--- src/rtl/req_ack_responder_if.sv ---
// Single-bit req/ack handshake bundle with responder status.
// The requester drives req. The responder returns ack and reports
// busy, the completed-transaction count and the sticky drop flag.
interface req_ack_responder_if #(
   parameter int CNT_W = 8
);
   logic             req;
   logic             ack;
   logic             busy;
   logic [CNT_W-1:0] req_cnt;
   logic             drop_err;

   modport master (
      output req,
      input  ack,
      input  busy,
      input  req_cnt,
      input  drop_err
   );

   modport slave (
      input  req,
      output ack,
      output busy,
      output req_cnt,
      output drop_err
   );
endinterface

--- src/rtl/req_ack_responder.sv ---
// Responder side of the req/ack handshake.
// LATENCY = 0: ack is a combinational copy of req, masked by reset.
// LATENCY >= 1: an IDLE/WAIT/ACK state machine returns a registered
// one-cycle ack LATENCY edges after acceptance. In this mode the
// machine counts completed transactions and flags early withdrawal.
module req_ack_responder #(
   parameter int LATENCY = 1,
   parameter int CNT_W   = 8
) (
   input logic              clk,
   input logic              rst,
   req_ack_responder_if.slave bus
);

   generate
      if (LATENCY == 0) begin : g_passthru
         logic [CNT_W-1:0] cnt_q;
         logic [CNT_W-1:0] cnt_d;

         // Every edge that sees req high completes a transaction.
         always_comb begin
            cnt_d = cnt_q;
            if (bus.req) begin
               cnt_d = cnt_q + 1'b1;
            end
         end

         // Counter register; reset takes priority over a concurrent req.
         always_ff @(posedge clk) begin
            if (rst) begin
               cnt_q <= '0;
            end else begin
               cnt_q <= cnt_d;
            end
         end

         assign bus.ack      = bus.req & ~rst;
         assign bus.busy     = 1'b0;
         assign bus.drop_err = 1'b0;
         assign bus.req_cnt  = cnt_q;
      end else begin : g_fsm
         typedef enum logic [1:0] {
            S_IDLE = 2'd0,
            S_WAIT = 2'd1,
            S_ACK  = 2'd2
         } state_t;

         // Edges spent in WAIT are wcnt load value + 1. The load applies only when LATENCY >= 2.
         localparam logic [3:0] WCNT_LOAD = (LATENCY >= 2) ? 4'(LATENCY - 2) : 4'd0;

         state_t           state_q;
         state_t           state_d;
         logic [3:0]       wcnt_q;
         logic [3:0]       wcnt_d;
         logic [CNT_W-1:0] cnt_q;
         logic [CNT_W-1:0] cnt_d;
         logic             drop_q;
         logic             drop_d;

         // Next-state, wait counter, completion counter and drop flag.
         always_comb begin
            state_d = state_q;
            wcnt_d  = wcnt_q;
            cnt_d   = cnt_q;
            drop_d  = drop_q;
            case (state_q)
               S_IDLE: begin
                  if (bus.req) begin
                     if (LATENCY == 1) begin
                        state_d = S_ACK;
                     end else begin
                        state_d = S_WAIT;
                        wcnt_d  = WCNT_LOAD;
                     end
                  end
               end
               S_WAIT: begin
                  if (!bus.req) begin
                     drop_d  = 1'b1;
                     state_d = S_IDLE;
                  end else if (wcnt_q == 4'd0) begin
                     state_d = S_ACK;
                  end else begin
                     wcnt_d = wcnt_q - 4'd1;
                  end
               end
               S_ACK: begin
                  // The req sampled here closes the current transaction.
                  // It is never taken as a new request.
                  state_d = S_IDLE;
                  if (bus.req) begin
                     cnt_d = cnt_q + 1'b1;
                  end else begin
                     drop_d = 1'b1;
                  end
               end
               default: begin
                  state_d = S_IDLE;
               end
            endcase
         end

         // State registers. A reset mid-transaction abandons it silently.
         always_ff @(posedge clk) begin
            if (rst) begin
               state_q <= S_IDLE;
               wcnt_q  <= 4'd0;
               cnt_q   <= '0;
               drop_q  <= 1'b0;
            end else begin
               state_q <= state_d;
               wcnt_q  <= wcnt_d;
               cnt_q   <= cnt_d;
               drop_q  <= drop_d;
            end
         end

         assign bus.ack      = (state_q == S_ACK);
         assign bus.busy     = (state_q != S_IDLE);
         assign bus.req_cnt  = cnt_q;
         assign bus.drop_err = drop_q;
      end
   endgenerate

endmodule

--- src/flat_wrapper.sv ---
// flat-port wrapper written by rule: the top's interface ports become plain ports
module req_ack_responder_flat 
#(
   parameter int LATENCY = 1,
   parameter int CNT_W   = 8
)
  (clk, rst, bus_req, bus_ack, bus_busy, bus_req_cnt, bus_drop_err);
  req_ack_responder_if #(.CNT_W(CNT_W)) bus_i ();
  input logic clk;
  input logic rst;
  input wire logic [$bits(bus_i.req)-1:0] bus_req;
  output wire logic [$bits(bus_i.ack)-1:0] bus_ack;
  output wire logic [$bits(bus_i.busy)-1:0] bus_busy;
  output wire logic [$bits(bus_i.req_cnt)-1:0] bus_req_cnt;
  output wire logic [$bits(bus_i.drop_err)-1:0] bus_drop_err;
  assign bus_i.req = bus_req;
  assign bus_ack = bus_i.ack;
  assign bus_busy = bus_i.busy;
  assign bus_req_cnt = bus_i.req_cnt;
  assign bus_drop_err = bus_i.drop_err;
  req_ack_responder #(.LATENCY(LATENCY), .CNT_W(CNT_W)) u_core (.clk(clk), .rst(rst), .bus(bus_i));
endmodule
--- config.mk ---
export PLATFORM = sky130hd
export DESIGN_NAME = req_ack_responder_flat
export DESIGN_NICKNAME = d
export VERILOG_FILES = /design/src/rtl/req_ack_responder_if.sv /design/src/rtl/req_ack_responder.sv /design/src/flat_wrapper.sv
export SDC_FILE = /design/constraint.sdc
export NUM_CORES = 1
export LEC_CHECK = 0
export BUFFER_PORTS_ARGS = -buffer_cell sky130_fd_sc_hd__clkbuf_2
export CAP_MARGIN = 5
export CELL_PAD_IN_SITES_DETAIL_PLACEMENT = 1
export CELL_PAD_IN_SITES_GLOBAL_PLACEMENT = 2
export CORE_ASPECT_RATIO = 1.25
export CORE_MARGIN = 2
export CORE_UTILIZATION = 23
export DETAILED_ROUTE_END_ITERATION = 10
export GPL_ROUTABILITY_DRIVEN = 1
export PLACE_DENSITY = 0.66
export SKIP_CTS_REPAIR_TIMING = 1
export SLEW_MARGIN = 40
export SYNTH_ARGS = -nofsm -noshare
export SYNTH_HDL_FRONTEND = slang
export SYNTH_SLANG_ARGS = --single-unit
--- constraint.sdc ---
create_clock -name clk -period 1.35 [get_ports clk]
set_clock_uncertainty 0.1 [all_clocks]
set_input_delay 0.2025 -clock clk [delete_from_list [all_inputs] [get_ports clk]]
set_output_delay 0.2025 -clock clk [all_outputs]
set_load 0.02 [all_outputs]
# Word-level counts from Yosys, hierarchy flattened
# Index checks and enable logic that the tools add are counted.
# classes
n_mux,4
n_shift,0
reduce_logical,8
bitwise_logic,2
n_eq_ne,4
div_mod_pow,0
order_cmp,0
addsub,2
mul,0
# ops
operator,count
adder 8 x 1 -> 8 bit (second input constant),1
2-to-1 mux 2 bit,3
AND reduction 2 bit,3
zero test 4 bit,1
one-hot mux 2 bit (2 select lines),1
subtractor 4 x 1 -> 4 bit (second input constant),1
!= test 3 x 2 -> 1 bit (second input constant),1
AND reduction 3 bit,1
equality test 2 x 1 -> 1 bit (second input constant),1
equality test 2 bit (second input constant),1
zero test 2 bit,1
!= test 2 bit (second input constant),1
NOT 1 bit,2
nonzero test 2 bit,1
OR reduction 2 bit,1
# totals
memories,0
in_bits,3
ram_bits,0
word_cells,24
regBits,15
rom_bits,0
latch_bits,0

# Longest topological paths before layout
# Gate-level depths: netlist of run 1.
# logic_depth
word_depth,4
ltp_mapped,4
mapped_depth_nobuf,4

# Worst setup path after synthesis of run 1
# Ideal clock, no wire load.
# synth_path
path_kind,register to register
start,register u_core.g_fsm.cnt_q[0] (netlist: u_core.bus.req_cnt[0])
end,register u_core.g_fsm.cnt_q[6] (netlist: u_core.bus.req_cnt[6])
slack_ns,-0.174
path_buffers,0
path_stages_with_launch,5
arrival_ns,1.354
setup_ns,0.071
cell_sequence,dfxtp_1 -> ha_1 -> inv_1 -> or4_1 -> a21oi_1
# synth_between
elab_chain_cells,1
# synth_rtl
element,line_no,text
start: declaration,req_ack_responder.sv:55,logic [CNT_W-1:0] cnt_q;
start signal: assignment,req_ack_responder.sv:113,cnt_q <= cnt_d;
adder 8 x 1 -> 8 bit,req_ack_responder.sv:92,cnt_d = cnt_q + 1'b1;
# Every way passes these cells.
# A chain may end at the register's enable or synchronous reset.

# Final worst setup path of run 1
# Same ends and word-level chain as after synthesis.

==> results of run 1 <==
synthesized netlist by cell type:
library cell,count,area (um^2)
a21oi_1,7,35.0
buf_4,1,7.51
clkbuf_1,1,3.75
dfxtp_1,10,200
ha_1,1,12.5
inv_1,3,11.3
nand2_1,3,11.3
nand3_1,4,20.0
nand3_2,1,10.0
nand4_1,1,6.26
nor2_1,3,11.3
nor3_1,1,5.00
o21ai_0,3,15.0
o31ai_1,2,15.0
or3_1,3,18.8
or4_1,2,15.0
xnor2_1,1,8.76
xor2_1,1,8.76
kinds of logic after synthesis:
family          after synthesis
simple gates                 18
compound gates               12
flops                        10
buf+inv                       5
xor+xnor                      2
fa+ha+maj                     1
worst reg2reg max path: cells and delay by family (launching register included):
| kind | cells | cell delay (ns) |
|---|---|---|
| AND/OR/NAND/NOR | 1 | 0.51 |
| flip-flops | 1 | 0.36 |
| adder cells (fa/ha/maj) | 1 | 0.14 |
| AO/OA/AOI/OAI | 1 | 0.12 |
| buffers and inverters | 1 | 0.04 |
power by group through the flow:
stage          sequential [mW]  combinational (mW)  clock (mW)
6_report                 0.307              0.0401       0.278
5_1_grt                  0.308              0.0450       0.308
2_1_floorplan            0.320              0.0156           0
3_5_place_dp             0.314              0.0385           0
3_3_place_gp             0.313              0.0382           0
4_1_cts                  0.307              0.0386       0.293
how the worst max path moves through the flow:
stage	startpoint	endpoint	cells past startpoint
global placement	u_core.bus.req_cnt[0]	u_core.bus.req_cnt[6]	4
CTS	u_core.bus.req_cnt[0]	u_core.bus.req_cnt[6]	4
floorplan	u_core.bus.req_cnt[0]	u_core.bus.req_cnt[6]	4
global route	u_core.bus.req_cnt[0]	u_core.bus.req_cnt[6]	4
finish	u_core.bus.req_cnt[0]	u_core.bus.req_cnt[6]	4
detailed placement	u_core.bus.req_cnt[0]	u_core.bus.req_cnt[6]	4
cell type report:
class	count	area [um^2]
fillers	209	1100
well taps	19	23.8
multi-input cells	33	229
inverters	3	11.3
repair buffers	19	110
flip-flops and latches	10	211
clock buffers	4	36.3
flip-flops by register name, indices dropped and copies added (netlist names):
register / flops
u_core.bus.drop_err: 1
u_core.bus.req_cnt: 8
u_core.g_fsm.state_q: 1
stage by stage:
step | power (mW) | cell area [um^2] | hold slack (ns) | cells | utilization (%)
2_1_floorplan | 0.336 | 423 | 0.234 | 48 | -
6_report | 0.625 | 622 | 0.145 | 88 | 36.1
5_1_grt | 0.661 | 622 | 0.163 | 88 | 36.1
3_5_place_dp | 0.352 | 546 | 0.371 | 84 | 31.7
4_1_cts | 0.638 | 582 | 0.134 | 88 | 33.8
3_3_place_gp | 0.352 | 546 | 0.365 | 84 | 31.7
per-layer routing:
metal	track usage [%]	share of wire, %	vias to the layer above
met4	10.9	2.8	0
met2	18.5	54	8
met3	3.13	3.1	4
li1	-	-	211
met1	12.6	40	198
met5	0	0	-
==> impl_results.md, run 1 <==
- First-pass GRT wire length: 1770 um
- Part of the power in the clock network: 44.5%
- Number of vias in the routed layout: 421
- Worst-Skew Late Latency: 0.27 ns
- Clock transition time at the flip-flop clock pins of the worst setup and hold paths: 0.07 ns
- HP Class: in -> reg
- Die Footprint: 0.00216 mm^2
- Number of buffers inserted during clock tree synthesis: 3
- Simple-gate share of the synthesized area: 23.5%
- Startpoint of the worst hold path: bus_req
- Flop and latch count out of synthesis: 10
- Static Leak: 0.243 nW
- Number of maximum-capacitance violations: 0
- Area of the mapped netlist: 415 um^2
- Internal cell power: 0.477 mW
- R2R depth: 4
- Count of input and output buffers: 13
- Row cnt: 17
- Initial drt markers: 3
- Pin count of the biggest net entering global routing: 11
- Deepest level of the CTS H-tree: 1
- Worst slew margin relative to its limit: 82.1%
- Final Hold Fails: 0
- Root buf cell: clkbuf_4
- Main combinational cell family by area after synthesis: simple AND/OR/NAND/NOR gates
- Number of cells on the worst hold path: 3
- Fraction of the yosys area taken by sequential cells: 48.2%
- Category of the worst setup path launch point: flip-flop
- Accumulated negative setup slack: 0 ns
- Final GP Congestion: 0.654
- Fraction of synthesized area in multiplexers: 0%
- Clock Sinks: 10
- Antenna violations before repair: 0
- Data required time of the worst path: 1.46 ns
- Placed wire-length estimate after detailed placement: 794 um
- Per-instance average area after synthesis: 8.65 um^2
- Max stage delay cell, worst path: or4_4
- Post-Place Worst Slack: 0.000239 ns
- Ant. Diodes: 0
- Total global routing overflow: 0
- Actual slew at the worst max-slew pin: 0.267 ns
- Post-Synthesis Net Count: 52
- Core Footprint: 0.00172 mm^2
- Hold Crit Endpoint: u_core.g_fsm.state_q[1]
- Arr. time, crit path: 1.43 ns
- Setup slack, reg-to-reg: 0.03 ns
- Height of the chip: 51.5 um
- Largest fanout of any net on the critical path: 2
- Most common cell after layout, fill and taps aside: clkbuf_2
- R2r endpoint: u_core.bus.req_cnt[6]
- Starting density of the core: 24.1%
- Number of buffers and inverters on the critical path: 1
- Comb pwr share: 6.4%
- Vias per std cell: 4.78
- Final setup viols: 0
- Synth Area in Compound Gates: 15.7%
- Post-synthesis xor/xnor area fraction: 4.22%
- Fraction of final layout cells sized beyond drive strength 1: 55.1%
- First-pass iteration count of the detailed router: 2
- Commonest cells after routing, fill and taps aside: clkbuf_2 (13), buf_4 (6), dfxtp_2 (6), a21oi_1 (4)
- Unique masters post-synth: 18
- Period utilization: 98.0%
- Final setup margin: 0.0268 ns
- Switching power: 0.148 mW
- Fmax: 756 MHz
- CTS Buffer Depth: 2
- Crit-path max cell delay: 0.51 ns
- Sequential power share: 49.1%
- Number of nets in the layout: 74
- Synth warnings: 0
- Synthesized-area fraction occupied by adder cells: 3.01%
- Pwr per Cell Area: 1010 mW/mm^2
- Critical Path Sink Type: flip-flop
- Crit-path cells: ha_4 > inv_1 > or4_4 > a21oi_2
- Unrepaired setup endpoints after global routing: yes
- Category of the critical setup timing path: reg -> reg
- Via count of the first global-routing pass: 408
- Result of the run: complete, no violations
- Worst VDD drop: 0.000597 V
- Area Growth Syn to Fin: 49.7%
- Clock tree from TritonCTS: built
- Synth Instances: 48
- Reg-to-reg startpoint: u_core.bus.req_cnt[0]
- Family with the most delay on the worst path: simple AND/OR/NAND/NOR gates
- Switching portion of total power: 23.6%
- Global Route Usage Sum: 11.7%
- Number of routed nets with antenna violations: 0
- Final period demand of the worst path: 1.32 ns
- WL per Instance: 12.5 um
- Top-Level Pins: 14
- DRC errors left: 0
- Total count of max-transition violations in the final report: 0
- Die Span X: 42.0 um
- Routed wire length: 1100 um
Power figures use the tool's default switching activity.
==> inputs of run 2 (changes only) <==
--- a/config.mk
+++ b/config.mk
@@ -6,4 +6,5 @@
 export NUM_CORES = 1
 export LEC_CHECK = 0
+export ABC_AREA = 1
 export BUFFER_PORTS_ARGS = -buffer_cell sky130_fd_sc_hd__clkbuf_2
 export CAP_MARGIN = 5
@@ -12,8 +13,9 @@
 export CORE_ASPECT_RATIO = 1.25
 export CORE_MARGIN = 2
-export CORE_UTILIZATION = 23
+export CORE_UTILIZATION = 22
 export DETAILED_ROUTE_END_ITERATION = 10
 export GPL_ROUTABILITY_DRIVEN = 1
-export PLACE_DENSITY = 0.66
+export MAX_ROUTING_LAYER = met4
+export PLACE_DENSITY = 0.65
 export SKIP_CTS_REPAIR_TIMING = 1
 export SLEW_MARGIN = 40
--- a/constraint.sdc
+++ b/constraint.sdc
@@ -3,3 +3,3 @@
 set_input_delay 0.2025 -clock clk [delete_from_list [all_inputs] [get_ports clk]]
 set_output_delay 0.2025 -clock clk [all_outputs]
-set_load 0.02 [all_outputs]
+set_load 0.05 [all_outputs]
==> impl_results.md, run 2 <==
- Data required time of the worst path: 1.05 ns (was 1.46 ns)
- Clock tree from TritonCTS: built (unchanged)
- Area share of the largest cell type after synthesis: 42.8% (was 48.2%)
- Unrepaired setup endpoints after global routing: no (was yes)
- Crit-path cells: clkbuf_2 (was ha_4 > inv_1 > or4_4 > a21oi_2)
- Comb pwr share: 9.5% (was 6.4%)
- Top post-synthesis cells by count: nand2_1 (15), inv_1 (12), dfxtp_1 (10) (was dfxtp_1 (10), a21oi_1 (7), nand3_1 (4))
- Fmax: 774 MHz (was 756 MHz)
- Largest area contributor in the netlist: dfxtp_1 (unchanged)
- Fraction of the yosys area taken by sequential cells: 42.8% (was 48.2%)
- Sequential power share: 53.9% (was 49.1%)
- Number of buffers inserted during clock tree synthesis: 3 (unchanged)
- Worst-case hold slack: 0.0539 ns (was 0.145 ns)
- Switching power: 0.151 mW (was 0.148 mW)
- Placed wire-length estimate after detailed placement: 872 um (was 794 um)
- Initial drt markers: 3 (unchanged)
- Max stage delay cell, worst path: dfxtp_1 (was or4_4)
- Startpoint of the worst hold path: rst (was bus_req)
- Synth Instances: 67 (was 48)
- Final Hold Fails: 0 (unchanged)
- WL per Instance: 11.1 um (was 12.5 um)
- Ant. Diodes: 0 (unchanged)
- Family with the most delay on the worst path: flip-flops (was simple AND/OR/NAND/NOR gates)
- Number of routed nets with antenna violations: 0 (unchanged)
- Row cnt: 18 (was 17)
- Number of maximum-capacitance violations: 0 (unchanged)
- R2r endpoint: u_core.bus.req_cnt[6] (unchanged)
- Fraction of synthesized area in multiplexers: 0% (unchanged)
- Post-synthesis xor/xnor area fraction: 0% (was 4.22%)
- Height of the chip: 55.6 um (was 51.5 um)
- Worst VDD drop: 0.000391 V (was 0.000597 V)
- Accumulated negative setup slack: 0 ns (unchanged)
- Total count of max-transition violations in the final report: 0 (unchanged)
- Largest cells by area after synthesis: dfxtp_1 (43%), nand2_1 (12%), inv_1 (9.6%) (was dfxtp_1 (48%), a21oi_1 (8.4%), nand3_1 (4.8%))
- Die Footprint: 0.00251 mm^2 (was 0.00216 mm^2)
- Critical Path Sink Type: primary output (was flip-flop)
- Vias per std cell: 4.50 (was 4.78)
- Actual slew at the worst max-slew pin: 0.284 ns (was 0.267 ns)
- Worst slew margin relative to its limit: 81.2% (was 82.1%)
- Deepest level of the CTS H-tree: 1 (unchanged)
- Simple-gate share of the synthesized area: 35.3% (was 23.5%)
- Global Route Usage Sum: 10.9% (was 11.7%)
- Per-instance average area after synthesis: 6.98 um^2 (was 8.65 um^2)
- Number of vias in the routed layout: 459 (was 421)
- Arr. time, crit path: 0.99 ns (was 1.43 ns)
- Category of the worst setup path launch point: flip-flop (unchanged)
- First-pass GRT wire length: 1950 um (was 1770 um)
- Fraction of final layout cells sized beyond drive strength 1: 29.3% (was 55.1%)
- Core Footprint: 0.00200 mm^2 (was 0.00172 mm^2)
- Part of the power in the clock network: 36.6% (was 44.5%)
- Layout fillers: 273 (was 209)
- Count of input and output buffers: 13 (unchanged)
- Pwr per Cell Area: 978 mW/mm^2 (was 1010 mW/mm^2)
- First-pass iteration count of the detailed router: 2 (unchanged)
- R2R depth: 7 (was 4)
- Post-Synthesis Net Count: 71 (was 52)
- Number of flops mapped to enable cells by yosys: 0 (unchanged)
- Period utilization: 95.8% (was 98.0%)
- Hold Crit Endpoint: u_core.bus.req_cnt[1] (was u_core.g_fsm.state_q[1])
- Area of the mapped netlist: 468 um^2 (was 415 um^2)
- Root buf cell: clkbuf_4 (unchanged)
- Clock Sinks: 10 (unchanged)
- Top-Level Pins: 14 (unchanged)
- Dominant register cell in the synthesized netlist: dfxtp_1 (unchanged)
- Cells after DPL: 99 (was 84)
- Design area: 581 um^2 (was 622 um^2)
- Number of buffers and inverters on the critical path: 1 (unchanged)
- Commonest cells after routing, fill and taps aside: nand2_1 (15), inv_1 (12), clkbuf_2 (12), nor2_1 (9) (was clkbuf_2 (13), buf_4 (6), dfxtp_2 (6), a21oi_1 (4))
- Top-count cell post-synth: nand2_1 (was dfxtp_1)
- Number of flip-flops under the largest register name: 8 (unchanged)
- Static Leak: 0.287 nW (was 0.243 nW)
- Share of synthesized flip-flops with an asynchronous set or reset: 0% (unchanged)
- HP Class: in -> reg (unchanged)
- Flop and latch count out of synthesis: 10 (unchanged)
- Category of the critical setup timing path: reg -> out (was reg -> reg)
- Final setup viols: 0 (unchanged)
- Routed wire length: 1130 um (was 1100 um)
- DRC errors left: 0 (unchanged)
- CTS Buffer Depth: 2 (unchanged)
- Clock transition time at the flip-flop clock pins of the worst setup and hold paths: 0.07 ns (about the same)
- Area Growth Syn to Fin: 24.1% (was 49.7%)
- Synth warnings: 0 (unchanged)
- Main combinational cell family by area after synthesis: simple AND/OR/NAND/NOR gates (unchanged)
- Result of the run: complete, no violations (unchanged)
- Reg-to-reg startpoint: u_core.bus.req_cnt[0] (unchanged)
- Final GP Congestion: 0.662 (was 0.654)
- Die Span X: 45.3 um (was 42.0 um)
- Synthesized-area fraction occupied by adder cells: 2.67% (was 3.01%)
- Synth Area in Compound Gates: 8.02% (was 15.7%)
- Unique masters post-synth: 15 (was 18)
- Antenna violations before repair: 0 (unchanged)
- Number of cells on the worst hold path: 2 (was 3)
- Pin count of the biggest net entering global routing: 8 (was 11)
- Most common cell after layout, fill and taps aside: nand2_1 (was clkbuf_2)
- Internal cell power: 0.417 mW (was 0.477 mW)
- Total global routing overflow: 0 (unchanged)
- Number of nets in the layout: 88 (was 74)
- Crit-path max cell delay: 0.41 ns (was 0.51 ns)
- Placement Cell Area: 556 um^2 (was 546 um^2)
- Starting density of the core: 23.3% (was 24.1%)
- Final non-filler cell total: 102 (was 88)
- Switching portion of total power: 26.6% (was 23.6%)
- Worst-Skew Late Latency: 0.26 ns (was 0.27 ns)
- Largest fanout of any net on the critical path: 5 (was 2)
- Final period demand of the worst path: 1.29 ns (was 1.32 ns)
- Via count of the first global-routing pass: 434 (was 408)
- Setup slack, reg-to-reg: 0.20 ns (was 0.03 ns)
==> run 2: changes by cell type in the layout (fill, tap and decap cells not counted), sizes merged, moves of 2 or more <==
cell	delta
nand2	+13
inv	+9
nor2	+8
buf	-5
o21ai	-3
or3	-3
clkbuf	-2
nand3	+2
o31ai	-2
or4	-2
==> run 2: worst reg2reg max path, delay by kind of cell, from the launching register on <==
family | cells | cell delay (ns)
simple gates | 4 | 0.41
fa+ha+maj | 1 | 0.15
flops | 1 | 0.35
buf+inv | 2 | 0.10
==> run 2: power by group through the flow <==
stage               combinational, mW  clock (mW)  sequential (mW)
global route                   0.0599       0.232            0.307
detailed placement             0.0551           0            0.313
floorplan                      0.0232           0            0.330
CTS                            0.0552       0.218            0.306
global placement               0.0552           0            0.313
finish                         0.0537       0.208            0.306
==> run 2: worst max path at each step <==
stage                     startpoint                     to  slack [ns]  cells after the start
2_1_floorplan  u_core.bus.req_cnt[4]  u_core.bus.req_cnt[7]        0.02                      5
3_3_place_gp   u_core.bus.req_cnt[0]  u_core.bus.req_cnt[6]        0.20                      6
3_5_place_dp   u_core.bus.req_cnt[0]  u_core.bus.req_cnt[6]        0.19                      7
4_1_cts        u_core.bus.req_cnt[3]         bus_req_cnt[3]       0.005                      1
5_1_grt        u_core.bus.req_cnt[4]         bus_req_cnt[4]        0.03                      1
6_report       u_core.bus.req_cnt[4]         bus_req_cnt[4]        0.06                      1
==> run 2: area by class of cell <==
| type | instances | area (um^2) | share of cell area, % |
|---|---|---|---|
| Clock buffer | 3 | 22.5 | 3.88 |
| Inverter | 12 | 45.0 | 7.76 |
| Multi-Input combinational cell | 44 | 215 | 37.1 |
| Sequential cell | 10 | 205 | 35.3 |
| Tap cell | 20 | 25.0 | 4.31 |
| Timing Repair Buffer | 13 | 67.6 | 11.6 |
==> run 2: per-stage QoR <==
| stage | utilization [%] | total power, mW | setup WS (ns) |
|---|---|---|---|
| after detailed placement | 27.7 | 0.369 | 0.194 |
| after CTS | 28.8 | 0.580 | 0.00526 |
| final | 29.0 | 0.568 | 0.0573 |
| after global routing | 29.0 | 0.599 | 0.0304 |
| after global placement | 27.7 | 0.369 | 0.199 |
| after floorplan | - | 0.353 | 0.0157 |
==> run 2: cell families after synthesis <==
group,count (synthesis)
AOI/OAI and AO/OA,7
and+or+nand+nor,36
adders and majority gates,1
buffers and inverters,13
DFF,10
==> run 2: per-layer routing <==
metal  global-route usage [%]  vias to the layer above  wire (um)
met5                        -                        -          0
met4                     6.30                        0         28
met3                     2.94                        4         47
met2                     14.3                        8        517
met1                     14.5                      207        539
li1                         -                      240          -
